--- config.mk ---
export PLATFORM = sky130hd
export DESIGN_NAME = multicycle_controller
export DESIGN_NICKNAME = d
export VERILOG_FILES = /design/src/rtl/rv32i_ctrl_pkg.sv /design/src/rtl/alu_decoder.sv /design/src/rtl/multicycle_controller.sv
export SDC_FILE = /design/constraint.sdc
export NUM_CORES = 1
export LEC_CHECK = 0
export ABC_AREA = 1
export BUFFER_PORTS_ARGS = -buffer_cell sky130_fd_sc_hd__buf_2
export CAP_MARGIN = 25
export CELL_PAD_IN_SITES_DETAIL_PLACEMENT = 0
export CELL_PAD_IN_SITES_GLOBAL_PLACEMENT = 1
export CORE_MARGIN = 8
export CORE_UTILIZATION = 29
export DETAILED_ROUTE_END_ITERATION = 8
export PLACE_DENSITY = 0.89
export SLEW_MARGIN = 30
export SYNTH_ARGS = -nofsm -noshare
export SYNTH_HDL_FRONTEND = slang
export SYNTH_HIERARCHICAL = 1
export SYNTH_SLANG_ARGS = --single-unit
--- constraint.sdc ---
create_clock -name clk -period 2.5 [get_ports clk]
set_input_delay 0.625 -clock clk [delete_from_list [all_inputs] [get_ports clk]]
set_output_delay 0.625 -clock clk [all_outputs]
set_load 0.02 [all_outputs]
--- src/rtl/rv32i_ctrl_pkg.sv ---
// rv32i_ctrl_pkg: shared encodings for the multicycle RV32I control path and its alu.
package rv32i_ctrl_pkg;
  typedef enum logic [3:0] {
    S_FETCH, S_DECODE, S_MEM_ADR, S_MEM_READ, S_MEM_WB, S_MEM_WRITE, S_EXEC_R, S_EXEC_I,
    S_ALU_WB, S_BRANCH, S_JAL, S_JALR, S_LUI, S_AUIPC, S_TRAP
  } state_t;
  typedef logic [3:0] alu_ctrl_t;
  localparam alu_ctrl_t ALU_ADD    = 4'h0;
  localparam alu_ctrl_t ALU_SUB    = 4'h1;
  localparam alu_ctrl_t ALU_AND    = 4'h2;
  localparam alu_ctrl_t ALU_OR     = 4'h3;
  localparam alu_ctrl_t ALU_XOR    = 4'h4;
  localparam alu_ctrl_t ALU_SLL    = 4'h5;
  localparam alu_ctrl_t ALU_SRL    = 4'h6;
  localparam alu_ctrl_t ALU_SRA    = 4'h7;
  localparam alu_ctrl_t ALU_SLT    = 4'h8;
  localparam alu_ctrl_t ALU_SLTU   = 4'h9;
  localparam alu_ctrl_t ALU_PASS_B = 4'hA;
  typedef enum logic [1:0] {AOP_ADD, AOP_SUB, AOP_FUNCT, AOP_PASS_B} alu_op_t;
  localparam logic [6:0] OP_LOAD   = 7'b0000011;
  localparam logic [6:0] OP_STORE  = 7'b0100011;
  localparam logic [6:0] OP_R      = 7'b0110011;
  localparam logic [6:0] OP_I      = 7'b0010011;
  localparam logic [6:0] OP_BRANCH = 7'b1100011;
  localparam logic [6:0] OP_JAL    = 7'b1101111;
  localparam logic [6:0] OP_JALR   = 7'b1100111;
  localparam logic [6:0] OP_LUI    = 7'b0110111;
  localparam logic [6:0] OP_AUIPC  = 7'b0010111;
  localparam logic [2:0] IMM_I = 3'd0;
  localparam logic [2:0] IMM_S = 3'd1;
  localparam logic [2:0] IMM_B = 3'd2;
  localparam logic [2:0] IMM_U = 3'd3;
  localparam logic [2:0] IMM_J = 3'd4;
  localparam logic [1:0] SRCA_PC     = 2'b00;
  localparam logic [1:0] SRCA_OLD_PC = 2'b01;
  localparam logic [1:0] SRCA_RS1    = 2'b10;
  localparam logic [1:0] SRCB_RS2    = 2'b00;
  localparam logic [1:0] SRCB_IMM    = 2'b01;
  localparam logic [1:0] SRCB_FOUR   = 2'b10;
  localparam logic [1:0] RES_ALU_OUT = 2'b00;
  localparam logic [1:0] RES_MEM     = 2'b01;
  localparam logic [1:0] RES_ALU     = 2'b10;
  function automatic state_t decode_next(input logic [6:0] op);
    case (op)
      OP_LOAD, OP_STORE: return S_MEM_ADR;
      OP_R:              return S_EXEC_R;
      OP_I:              return S_EXEC_I;
      OP_BRANCH:         return S_BRANCH;
      OP_JAL:            return S_JAL;
      OP_JALR:           return S_JALR;
      OP_LUI:            return S_LUI;
      OP_AUIPC:          return S_AUIPC;
      default:           return S_TRAP;
    endcase
  endfunction
endpackage

--- src/rtl/alu_decoder.sv ---
// alu_decoder: maps the controller's coarse alu_op plus funct fields to a 4-bit alu_control.
module alu_decoder
  import rv32i_ctrl_pkg::*;
(
  input  alu_op_t    alu_op,
  input  logic [2:0] funct3,
  input  logic       funct7_5,
  input  logic       is_rtype,
  output alu_ctrl_t  alu_control
);
  alu_ctrl_t funct_ctl;
  always_comb begin
    funct_ctl = ALU_ADD;
    case (funct3)
      3'b000: funct_ctl = (is_rtype && funct7_5) ? ALU_SUB : ALU_ADD;
      3'b001: funct_ctl = ALU_SLL;
      3'b010: funct_ctl = ALU_SLT;
      3'b011: funct_ctl = ALU_SLTU;
      3'b100: funct_ctl = ALU_XOR;
      3'b101: funct_ctl = funct7_5 ? ALU_SRA : ALU_SRL;
      3'b110: funct_ctl = ALU_OR;
      default: funct_ctl = ALU_AND;
    endcase
    alu_control = alu_op == AOP_SUB    ? ALU_SUB :
                  alu_op == AOP_PASS_B ? ALU_PASS_B :
                  alu_op == AOP_FUNCT  ? funct_ctl : ALU_ADD;
  end
endmodule

--- src/rtl/multicycle_controller.sv ---
// multicycle_controller: RV32I multicycle control FSM driving the shared alu, muxes, PC, IR, regfile and memory port.
module multicycle_controller
  import rv32i_ctrl_pkg::*;
(
  input  logic       clk,
  input  logic       reset,
  input  logic [6:0] op,
  input  logic [2:0] funct3,
  input  logic       funct7_5,
  input  logic       equal,
  input  logic       less_than,
  input  logic       less_than_unsigned,
  input  logic       mem_ready,
  output logic       mem_req,
  output logic       mem_write,
  output logic       adr_src,
  output logic       ir_write,
  output logic       pc_write,
  output logic       reg_write,
  output logic [1:0] result_src,
  output logic [1:0] alu_src_a,
  output logic [1:0] alu_src_b,
  output logic [2:0] imm_src,
  output logic [3:0] alu_control,
  output logic       illegal
);
  state_t    state_q, state_d;
  alu_op_t   alu_op;
  alu_ctrl_t alu_ctl;
  logic      br_cond, br_bad;
  // funct3[2:1] picks the compared flag, funct3[0] inverts it
  assign br_cond = (funct3[2] ? (funct3[1] ? less_than_unsigned : less_than) : equal) ^ funct3[0];
  assign br_bad  = funct3[2:1] == 2'b01;
  alu_decoder u_alu_decoder (
    .alu_op     (alu_op),
    .funct3     (funct3),
    .funct7_5   (funct7_5),
    .is_rtype   (state_q == S_EXEC_R),
    .alu_control(alu_ctl)
  );
  assign alu_control = alu_ctl;
  always_comb begin
    state_d    = state_q;
    mem_req    = 1'b0;
    mem_write  = 1'b0;
    adr_src    = 1'b0;
    ir_write   = 1'b0;
    pc_write   = 1'b0;
    reg_write  = 1'b0;
    result_src = RES_ALU_OUT;
    alu_src_a  = SRCA_PC;
    alu_src_b  = SRCB_RS2;
    imm_src    = IMM_I;
    alu_op     = AOP_ADD;
    illegal    = 1'b0;
    case (state_q)
      S_FETCH: begin
        mem_req    = 1'b1;
        alu_src_b  = SRCB_FOUR;
        result_src = RES_ALU;
        ir_write   = mem_ready;
        pc_write   = mem_ready;
        state_d    = mem_ready ? S_DECODE : S_FETCH;
      end
      S_DECODE: begin
        alu_src_a = SRCA_OLD_PC;
        alu_src_b = SRCB_IMM;
        imm_src   = op == OP_JAL ? IMM_J : IMM_B;
        state_d   = decode_next(op);
      end
      S_MEM_ADR: begin
        alu_src_a = SRCA_RS1;
        alu_src_b = SRCB_IMM;
        imm_src   = op == OP_STORE ? IMM_S : IMM_I;
        state_d   = op == OP_STORE ? S_MEM_WRITE : S_MEM_READ;
      end
      S_MEM_READ: begin
        adr_src = 1'b1;
        mem_req = 1'b1;
        state_d = mem_ready ? S_MEM_WB : S_MEM_READ;
      end
      S_MEM_WB: begin
        result_src = RES_MEM;
        reg_write  = 1'b1;
        state_d    = S_FETCH;
      end
      S_MEM_WRITE: begin
        adr_src   = 1'b1;
        mem_req   = 1'b1;
        mem_write = 1'b1;
        state_d   = mem_ready ? S_FETCH : S_MEM_WRITE;
      end
      S_EXEC_R: begin
        alu_src_a = SRCA_RS1;
        alu_op    = AOP_FUNCT;
        state_d   = S_ALU_WB;
      end
      S_EXEC_I: begin
        alu_src_a = SRCA_RS1;
        alu_src_b = SRCB_IMM;
        alu_op    = AOP_FUNCT;
        state_d   = S_ALU_WB;
      end
      S_ALU_WB: begin
        reg_write = 1'b1;
        state_d   = S_FETCH;
      end
      S_BRANCH: begin
        alu_src_a = SRCA_RS1;
        alu_op    = AOP_SUB;
        pc_write  = br_cond && !br_bad;
        state_d   = br_bad ? S_TRAP : S_FETCH;
      end
      S_JALR: begin
        alu_src_a = SRCA_RS1;
        alu_src_b = SRCB_IMM;
        state_d   = S_JAL;
      end
      S_JAL: begin
        alu_src_a = SRCA_OLD_PC;
        alu_src_b = SRCB_FOUR;
        pc_write  = 1'b1;
        state_d   = S_ALU_WB;
      end
      S_LUI: begin
        alu_src_b = SRCB_IMM;
        imm_src   = IMM_U;
        alu_op    = AOP_PASS_B;
        state_d   = S_ALU_WB;
      end
      S_AUIPC: begin
        alu_src_a = SRCA_OLD_PC;
        alu_src_b = SRCB_IMM;
        imm_src   = IMM_U;
        state_d   = S_ALU_WB;
      end
      default: illegal = 1'b1;
    endcase
    // reset masks strobes in the same cycle so an aborted instruction never commits
    if (reset) begin
      mem_req   = 1'b0;
      mem_write = 1'b0;
      ir_write  = 1'b0;
      pc_write  = 1'b0;
      reg_write = 1'b0;
      illegal   = 1'b0;
    end
  end
  always_ff @(posedge clk) state_q <= reset ? S_FETCH : state_d;
endmodule
==> summary.md, run 1 <==
| Metric | Value |
|---|---|
| Top Registers | `state_q x4` |
| Hold Path Class | `register to register` |
| Number of nets produced by synthesis | `174` |
| Switching share of power | `between 50% and 60%` |
| Crit path buf inv count | `2` |
| Worst path cell trace | `inv_1 > nand2_1 > nor2_2 > nand2_1 > a31oi_1 > buf_2` |
| Final period demand of the worst path | `about 2.2 ns` |
| Post CTS Setup Buffer Count | `0` |
| Post-route non-filler standard cell count | `225` |
| Number of distinct library cell variants in the gate-level netlist after synthesis | `21` |
| Skew-Pair Late Insertion Delay | `around 0.23 ns` |
| Gate count after technology mapping | `between 150 and 200` |
| Internal power contribution | `approximately 320 uW` |
| Biggest register | `state_q` |
| 1st-pass router iterations | `4` |
| Worst setup path category | `register to output pin` |
| TritonCTS Buffers | `3` |
| Post-detailed-routing wire length | `2343 microns` |
| Area contributors post-synth | `sky130_fd_sc_hd__nand2_1, sky130_fd_sc_hd__inv_1, sky130_fd_sc_hd__nor2_1` |
| Gr ovfl total | `0` |
| Overall track demand over capacity in global routing | `a little over a tenth` |
| Post-DP Area | `~960 sq um` |
| Average detailed-routed wire length per instance | `about 10 microns` |
| Hpwl dp | `1988 microns` |
| Worst path top cell family by delay | `simple AND/OR/NAND/NOR gates` |
| Post-synthesis area per instance | `around 4.8 sq um` |
| Pin count of the biggest net entering global routing | `10` |
| Area growth syn-to-layout | `31.94%` |
| Width of the die | `approximately 67 microns` |
| Input/output buffers | `36` |
| CTS tree | `yes` |
| Outcome | `complete, no violations` |
| Max Fclk | `roughly 0.44 GHz` |
| Part of the power in combinational logic | `75.5%` |
| Largest stage delay on the critical path | `around 0.36 ns` |
| Vias per Instance | `about 4.5` |
| Standard cell with the maximum stage delay on the critical path | `sky130_fd_sc_hd__dfxtp_1` |
| Worst setup SP type | `register` |
| Setup repair after global routing missed its margin | `no` |
| Fraction of layout cells with a size suffix above 1 | `25.13%` |
| Post-synthesis instance area | `748.2 sq um` |
| Number of warnings issued by yosys | `6` |
| Final weighted congestion of routability-driven global placement | `approximately 0.87` |
| Number of violations of the max-capacitance limit | `0` |
| Worst EP arrival | `around 1.6 ns` |
| Area of the core | `~0.0025 sq mm` |
| Worst Tran Pin Value | `0.2980 ns` |
| Flop pwr share | `~14%` |
| Placed cell count | `about 220` |
| Cell type with the largest total area after synthesis | `sky130_fd_sc_hd__nand2_1` |
| Total negative slack | `0 ns` |
| Fin. max-slew vios | `0` |
| Nature of the critical path endpoint | `output pin` |
| Worst Path Max Fanout | `7` |
| Std-Cell Rows | `18` |
| Top Ports | `37` |
| DRC violations left | `0` |
| Number of enable-type register cells in the synthesized netlist | `0` |
| Prevailing post-synth register cell | `sky130_fd_sc_hd__dfxtp_1` |
| Reg clk slew, reported paths | `roughly 0.040 ns` |
| NumNets Final | `between 200 and 250` |
| Initial antenna violation count | `0` |
| Sequential fraction of the synthesis area | `a little over a tenth` |
| Clock Skew | `between 0.0006 and 0.0007 ns` |
| Top cell type's share of synthesized area | `a little under a third` |
| Power per cell area | `~780 mW/mm^2` |
| Final core occ | `approximately two fifths` |
| Period utilisation layout | `about nine tenths` |
| Die H | `~67 microns` |
| Drt initial violations | `40` |
| Wire length of the first global-routing pass | `3857 microns` |
| Fraction of power consumed by the clock network | `10.3%` |
| Number of buffers on the longest clock path | `2` |
| Flip-flop count of the largest register after layout | `4` |
| Most frequent cell on the critical path | `sky130_fd_sc_hd__nand2_1` |
| Vias in the first global route | `about 910` |
| FFs w/ async S/R, synth | `0%` |
| # diodes | `0` |
| CTS H-tree lvls | `1` |
| Ranking of synthesized cells by instance count | `sky130_fd_sc_hd__nand2_1, sky130_fd_sc_hd__inv_1, sky130_fd_sc_hd__nor2_1, sky130_fd_sc_hd__nand3_1, sky130_fd_sc_hd__o21ai_0` |
| Synth Register Bits | `4` |
| Starting Density | `a little under a third` |
| Setup violations, final | `0` |
| Relative slew margins | `around four fifths` |
| Required time of the critical path | `1.88 ns` |
| Standby leakage power | `0.6015 nW` |
| Total vias in the final route | `1022` |
| Switching pwr | `450.1 uW` |
| Total die area | `0.004462 sq mm` |
| Worst VDD drop | `around 440 uV` |
| Final non-filler cell area | `987.2 sq um` |
| Clock tree root buffer cell | `sky130_fd_sc_hd__clkbuf_4` |
| Final Hold Fails | `0` |
| Sink Count | `4` |
| Most frequently used cell type in the post-synthesis netlist | `sky130_fd_sc_hd__nand2_1` |
| Routed Antenna Nets | `0` |
[metrics by stage]
stage / setup slack [ns] / hold WS, ns / total power, mW
after floorplan: 0.4337 / 0.5394 / 0.5092
after global placement: 0.3226 / 0.6247 / 0.6881
after detailed placement: 0.2955 / 0.6502 / 0.6877
after CTS: 0.2187 / 0.6617 / 0.7735
after global routing: 0.03056 / 0.7145 / 0.8429
final: 0.2520 / 0.6731 / 0.7698
[power by group through the flow]
stage | clock (mW) | combinational (mW) | sequential (mW)
6_report | 0.0795 | 0.581 | 0.109
5_1_grt | 0.0884 | 0.642 | 0.113
4_1_cts | 0.0838 | 0.583 | 0.106
3_5_place_dp | 0 | 0.580 | 0.108
3_3_place_gp | 0 | 0.583 | 0.105
2_1_floorplan | 0 | 0.408 | 0.102
[cell type report]
type | count | area [sq um]
flip-flops and latches | 4 | 80.08
repair buffers | 36 | 180.2
well taps | 30 | 37.54
multi-input cells | 122 | 554.3
inverters | 30 | 112.6
fillers | 303 | 1468
clock buffers | 3 | 22.52
[worst reg2reg max path, delay by kind of cell (launching register included)]
family                 cells  cell delay [ns]
buffers and inverters      1             0.10
and+or+nand+nor            3             0.25
DFF                        1             0.38
AOI/OAI and AO/OA          3             0.49
[logic make-up after synthesis]
family / after synthesis / synth area share, %
compound gates: 19 / 17.06
flops: 4 / 10.70
simple gates: 103 / 56.69
buf+inv: 31 / 15.55
[worst paths after layout]
kind	slack (ns)	cells after the start	endpoint	start
setup / recovery	0.25	6	pc_write	state_q[0]
hold / removal	0.67	4	state_q[3]	state_q[2]
setup reg to reg	1.15	7	state_q[3]	state_q[1]
hold reg to reg	0.67	4	state_q[3]	state_q[2]
[layer usage]
metal	vias up	GRT usage, %	share of wire (%)
met4	0	4.000	0.64
met1	424	14.52	48
met3	2	1.678	6.3
met5	-	0	0
met2	29	15.65	45
li1	567	-	-
[placed cells by master, fill, tap and decap left out]
master	count
sky130_fd_sc_hd__o31ai_1	2
sky130_fd_sc_hd__o21bai_1	1
sky130_fd_sc_hd__dfxtp_1	4
sky130_fd_sc_hd__a211oi_1	3
sky130_fd_sc_hd__nor2_1	24
sky130_fd_sc_hd__clkbuf_4	3
sky130_fd_sc_hd__inv_2	2
sky130_fd_sc_hd__o2111ai_1	1
sky130_fd_sc_hd__inv_1	28
sky130_fd_sc_hd__buf_2	36
sky130_fd_sc_hd__nand2_1	59
sky130_fd_sc_hd__o211ai_1	3
sky130_fd_sc_hd__a31oi_1	2
sky130_fd_sc_hd__nor3_1	2
sky130_fd_sc_hd__nand3b_1	1
sky130_fd_sc_hd__o21ai_0	5
sky130_fd_sc_hd__o21ai_2	1
sky130_fd_sc_hd__nand3_1	10
sky130_fd_sc_hd__nor3_2	1
sky130_fd_sc_hd__nor2_2	4
sky130_fd_sc_hd__a21oi_1	1
sky130_fd_sc_hd__nand2_2	2
[what timing repair did]
item	in CTS	in global routing
gates resized for setup	0	1
endpoints found under the setup margin	0	1
hold buffers	0	0
Note: power is estimated with default switching activity, not from simulation.
==> run 2: changes to the inputs <==
Settings changed: CORE_UTILIZATION 29 to 30, PLACE_DENSITY 0.89 to 0.9, RECOVER_POWER set to 25, SYNTH_HIERARCHICAL 1 to not set.
==> run 2 against run 1 <==
Against the previous run: sequential share of layout area grew 0.11 points; via count fell by 0.68%; maximum frequency fell by 1.4%; global-route usage rose by 0.42 points; non-clock buffer count is the same; register-to-register slack better by 0.07 ns; die area shrank 3.4%; cell count decreased by 5.8%; first-iteration DRC count down 10%; wire length up 4.8%; critical path depth unchanged; largest power group unchanged.
==> summary.md, run 2 <==
| Metric | Value |
|---|---|
| Initial antenna violation count | `0` |
| Critical hold path startpoint | `state_q[0]` |
| Worst Tran Pin Value | `between 0.3 and 0.4 ns` |
| Skew-Pair Late Insertion Delay | `between 0.2 and 0.25 ns` |
| Outcome | `complete, no violations` |
| Total vias in the final route | `~1k` |
| Fin. max-slew vios | `0` |
| Overall track demand over capacity in global routing | `10.92%` |
| Fraction of layout cells with a size suffix above 1 | `between 30% and 40%` |
| Commonest non-fill, non-tap cell in the layout | `sky130_fd_sc_hd__nand2_1` |
| Post CTS Setup Buffer Count | `0` |
| Width of the die | `65.65 microns` |
| Filler Cell Count | `between 200 and 300` |
| Most frequently used cell type in the post-synthesis netlist | `sky130_fd_sc_hd__nand2_1` |
| Drt initial violations | `36` |
| Internal power contribution | `267.0 uW` |
| Total die area | `~0.0043 sq mm` |
| NumNets Final | `between 200 and 250` |
| Number of violations of the max-capacitance limit | `0` |
| Post-detailed-routing wire length | `approximately 2500 microns` |
| Worst path cell trace | `buf_2 > nor2_1 > nand3_1 > o21ai_0 > nand2_1 > buf_2` |
| Top Registers | `state_q x4` |
| Crit path launch | `op[4]` |
| Setup repair after global routing missed its margin | `no` |
| Number of distinct library cell variants in the gate-level netlist after synthesis | `22` |
| CTS H-tree lvls | `1` |
| Sink Count | `4` |
| Std-Cell Rows | `18` |
| Worst EP arrival | `1.65 ns` |
| Clock tree root buffer cell | `sky130_fd_sc_hd__clkbuf_4` |
| Total negative slack | `0 ns` |
| Sequential fraction of the synthesis area | `between 10 and 15%` |
| Number of buffers on the longest clock path | `2` |
| Clock Skew | `0.002057 ns` |
| Number of nets produced by synthesis | `161` |
| Switching pwr | `roughly 340 uW` |
| Hpwl dp | `between 2000 and 2500 microns` |
| Biggest register | `state_q` |
| Worst Hold End | `state_q[0]` |
| Gate count after technology mapping | `144` |
| # diodes | `0` |
| Most frequent cell on the critical path | `sky130_fd_sc_hd__buf_2` |
| Wire length of the first global-routing pass | `approximately 3800 microns` |
| Prevailing post-synth register cell | `sky130_fd_sc_hd__dfxtp_1` |
| Fraction of power consumed by the clock network | `13.4%` |
| Final period demand of the worst path | `between 2 and 2.5 ns` |
| Top Ports | `37` |
| Reg2reg start | `state_q[0]` |
| Cells resized by post-CTS repair | `0` |
| Switching share of power | `a little under three fifths` |
| Number of warnings issued by yosys | `0` |
| Worst-case setup slack after placement | `0.2415 ns` |
| Synth Register Bits | `4` |
| Die H | `between 60 and 70 microns` |
| Minimum setup slack in the final design | `0.2211 ns` |
| Worst R2R Setup Slack | `1.22 ns` |
| R2r worst-path depth | `8` |
| Cell type with the largest total area after synthesis | `sky130_fd_sc_hd__nand2_1` |
| 1st-pass router iterations | `4` |
| Post-synthesis instance area | `about 740 sq um` |
| Worst setup SP type | `input pin` |
| CTS tree | `yes` |
| Vias per Instance | `4.788` |
| Area growth syn-to-layout | `31.64%` |
| Reg clk slew, reported paths | `~0.040 ns` |
| Worst Path Max Fanout | `6` |
| Flop pwr share | `~17%` |
| Flip-flop count of the largest register after layout | `4` |
| Vias in the first global route | `a little under 900` |
| Worst R2R End | `state_q[0]` |
| Routed Antenna Nets | `0` |
| Nature of the critical path endpoint | `output pin` |
| Input/output buffers | `36` |
| Count of hold-fix buffers inserted at cts | `0` |
| Required time of the critical path | `roughly 1.9 ns` |
| Worst path top cell family by delay | `simple AND/OR/NAND/NOR gates` |
| FFs w/ async S/R, synth | `0%` |
| Power per cell area | `roughly 630 mW/mm^2` |
| Setup violations, final | `0` |
| Crit path buf inv count | `2` |
| Commonest non-fill, non-tap cells in the layout | `sky130_fd_sc_hd__nand2_1, sky130_fd_sc_hd__buf_2, sky130_fd_sc_hd__inv_1` |
| Average detailed-routed wire length per instance | `around 12 microns` |
| Final Hold Fails | `0` |
| Largest stage delay on the critical path | `roughly 0.31 ns` |
| Standard cell with the maximum stage delay on the critical path | `sky130_fd_sc_hd__nor2_1` |
| Worst VDD drop | `308.2 uV` |
| Gr ovfl total | `0` |
| Post-synthesis area per instance | `5.135 sq um` |
| Relative slew margins | `approximately three quarters` |
| Top cell type's share of synthesized area | `approximately a fifth` |
| Ranking of synthesized cells by instance count | `sky130_fd_sc_hd__nand2_1, sky130_fd_sc_hd__inv_1, sky130_fd_sc_hd__nor2_1, sky130_fd_sc_hd__nand3_1, sky130_fd_sc_hd__o21ai_0` |
| Final weighted congestion of routability-driven global placement | `roughly 0.9` |
| Period utilisation layout | `approximately nine tenths` |
| Number of enable-type register cells in the synthesized netlist | `0` |
| Pin count of the biggest net entering global routing | `9` |
| DRC violations left | `0` |
| Starting Density | `between 30% and 40%` |
| TritonCTS Buffers | `3` |
| Area contributors post-synth | `sky130_fd_sc_hd__nand2_1, sky130_fd_sc_hd__dfxtp_1, sky130_fd_sc_hd__inv_1` |
| Area of the core | `0.002410 sq mm` |
| Max Fclk | `between 0.4 and 0.5 GHz` |
| Standby leakage power | `0.5822 nW` |
| Depth of the worst hold-timing path | `2` |
| Hold Path Class | `register to register` |
| Part of the power in combinational logic | `between 60 and 70%` |
| Worst setup path category | `input pin to output pin` |
-- run 2: cell types whose count changed after synthesis, sizes merged, moves of 2 or more --
cell and delta:
nor2 -7, inv -3, a21oi +2, o21ai +4, nand2 -12, nand4 +3, nand3 +3
-- run 2: worst max path at each step --
stage	to	slack [ns]	cells past startpoint
global route	imm_src[1]	0.08	7
CTS	imm_src[1]	0.23	6
global placement	imm_src[1]	0.27	6
detailed placement	imm_src[1]	0.24	6
finish	imm_src[1]	0.22	6
floorplan	imm_src[2]	0.36	4
-- run 2: area by class of cell --
type | count | area, sq um | share of cell area (%)
flip-flops and latches | 4 | 80.08 | 8.226
inverters | 28 | 105.1 | 10.80
clock buffers | 3 | 22.52 | 2.314
repair buffers | 36 | 177.7 | 18.25
well taps | 30 | 37.54 | 3.856
multi-input cells | 111 | 550.5 | 56.56
-- run 2: metal layers --
metal / part of all wire [%] / vias to the layer above / track usage (%)
li1: - / 540 / -
met1: 42 / 426 / 11.76
met2: 46 / 43 / 18.64
met3: 9.2 / 6 / 3.231
met4: 2.4 / 0 / 5.995
met5: 0 / - / 0
-- run 2: power groups by stage --
stage	clock network (mW)	registers (mW)	logic, mW
after floorplan	0	0.101	0.304
after global placement	0	0.106	0.424
after detailed placement	0	0.106	0.426
after CTS	0.0832	0.105	0.428
after global routing	0.0913	0.107	0.466
final	0.0814	0.106	0.422
-- run 2: tightest hold or removal path, stage by stage (launching register included) --
cell and delay (ns):
sky130_fd_sc_hd__dfxtp_1 0.39, sky130_fd_sc_hd__nand2_1 0.10, sky130_fd_sc_hd__nand2_1 0.04
-- run 2: cell families after synthesis --
family          count (synthesis)  share of synthesized area [%]
flops                           4                          10.83
compound gates                 23                          18.78
buf+inv                        29                          14.72
simple gates                   88                          55.67
-- run 2: metrics by stage --
step / hold slack, ns / power, mW / area, sq um / instances / util, %
after detailed placement: 0.5711 / 0.5327 / 953.4 / 209 / 39.56
after floorplan: 0.5257 / 0.4045 / 739.5 / 144 / -
after CTS: 0.5756 / 0.6161 / 975.9 / 212 / 40.50
after global placement: 0.5644 / 0.5295 / 953.4 / 209 / 39.56
after global routing: 0.5981 / 0.6652 / 973.4 / 212 / 40.39
final: 0.5818 / 0.6091 / 973.4 / 212 / 40.39
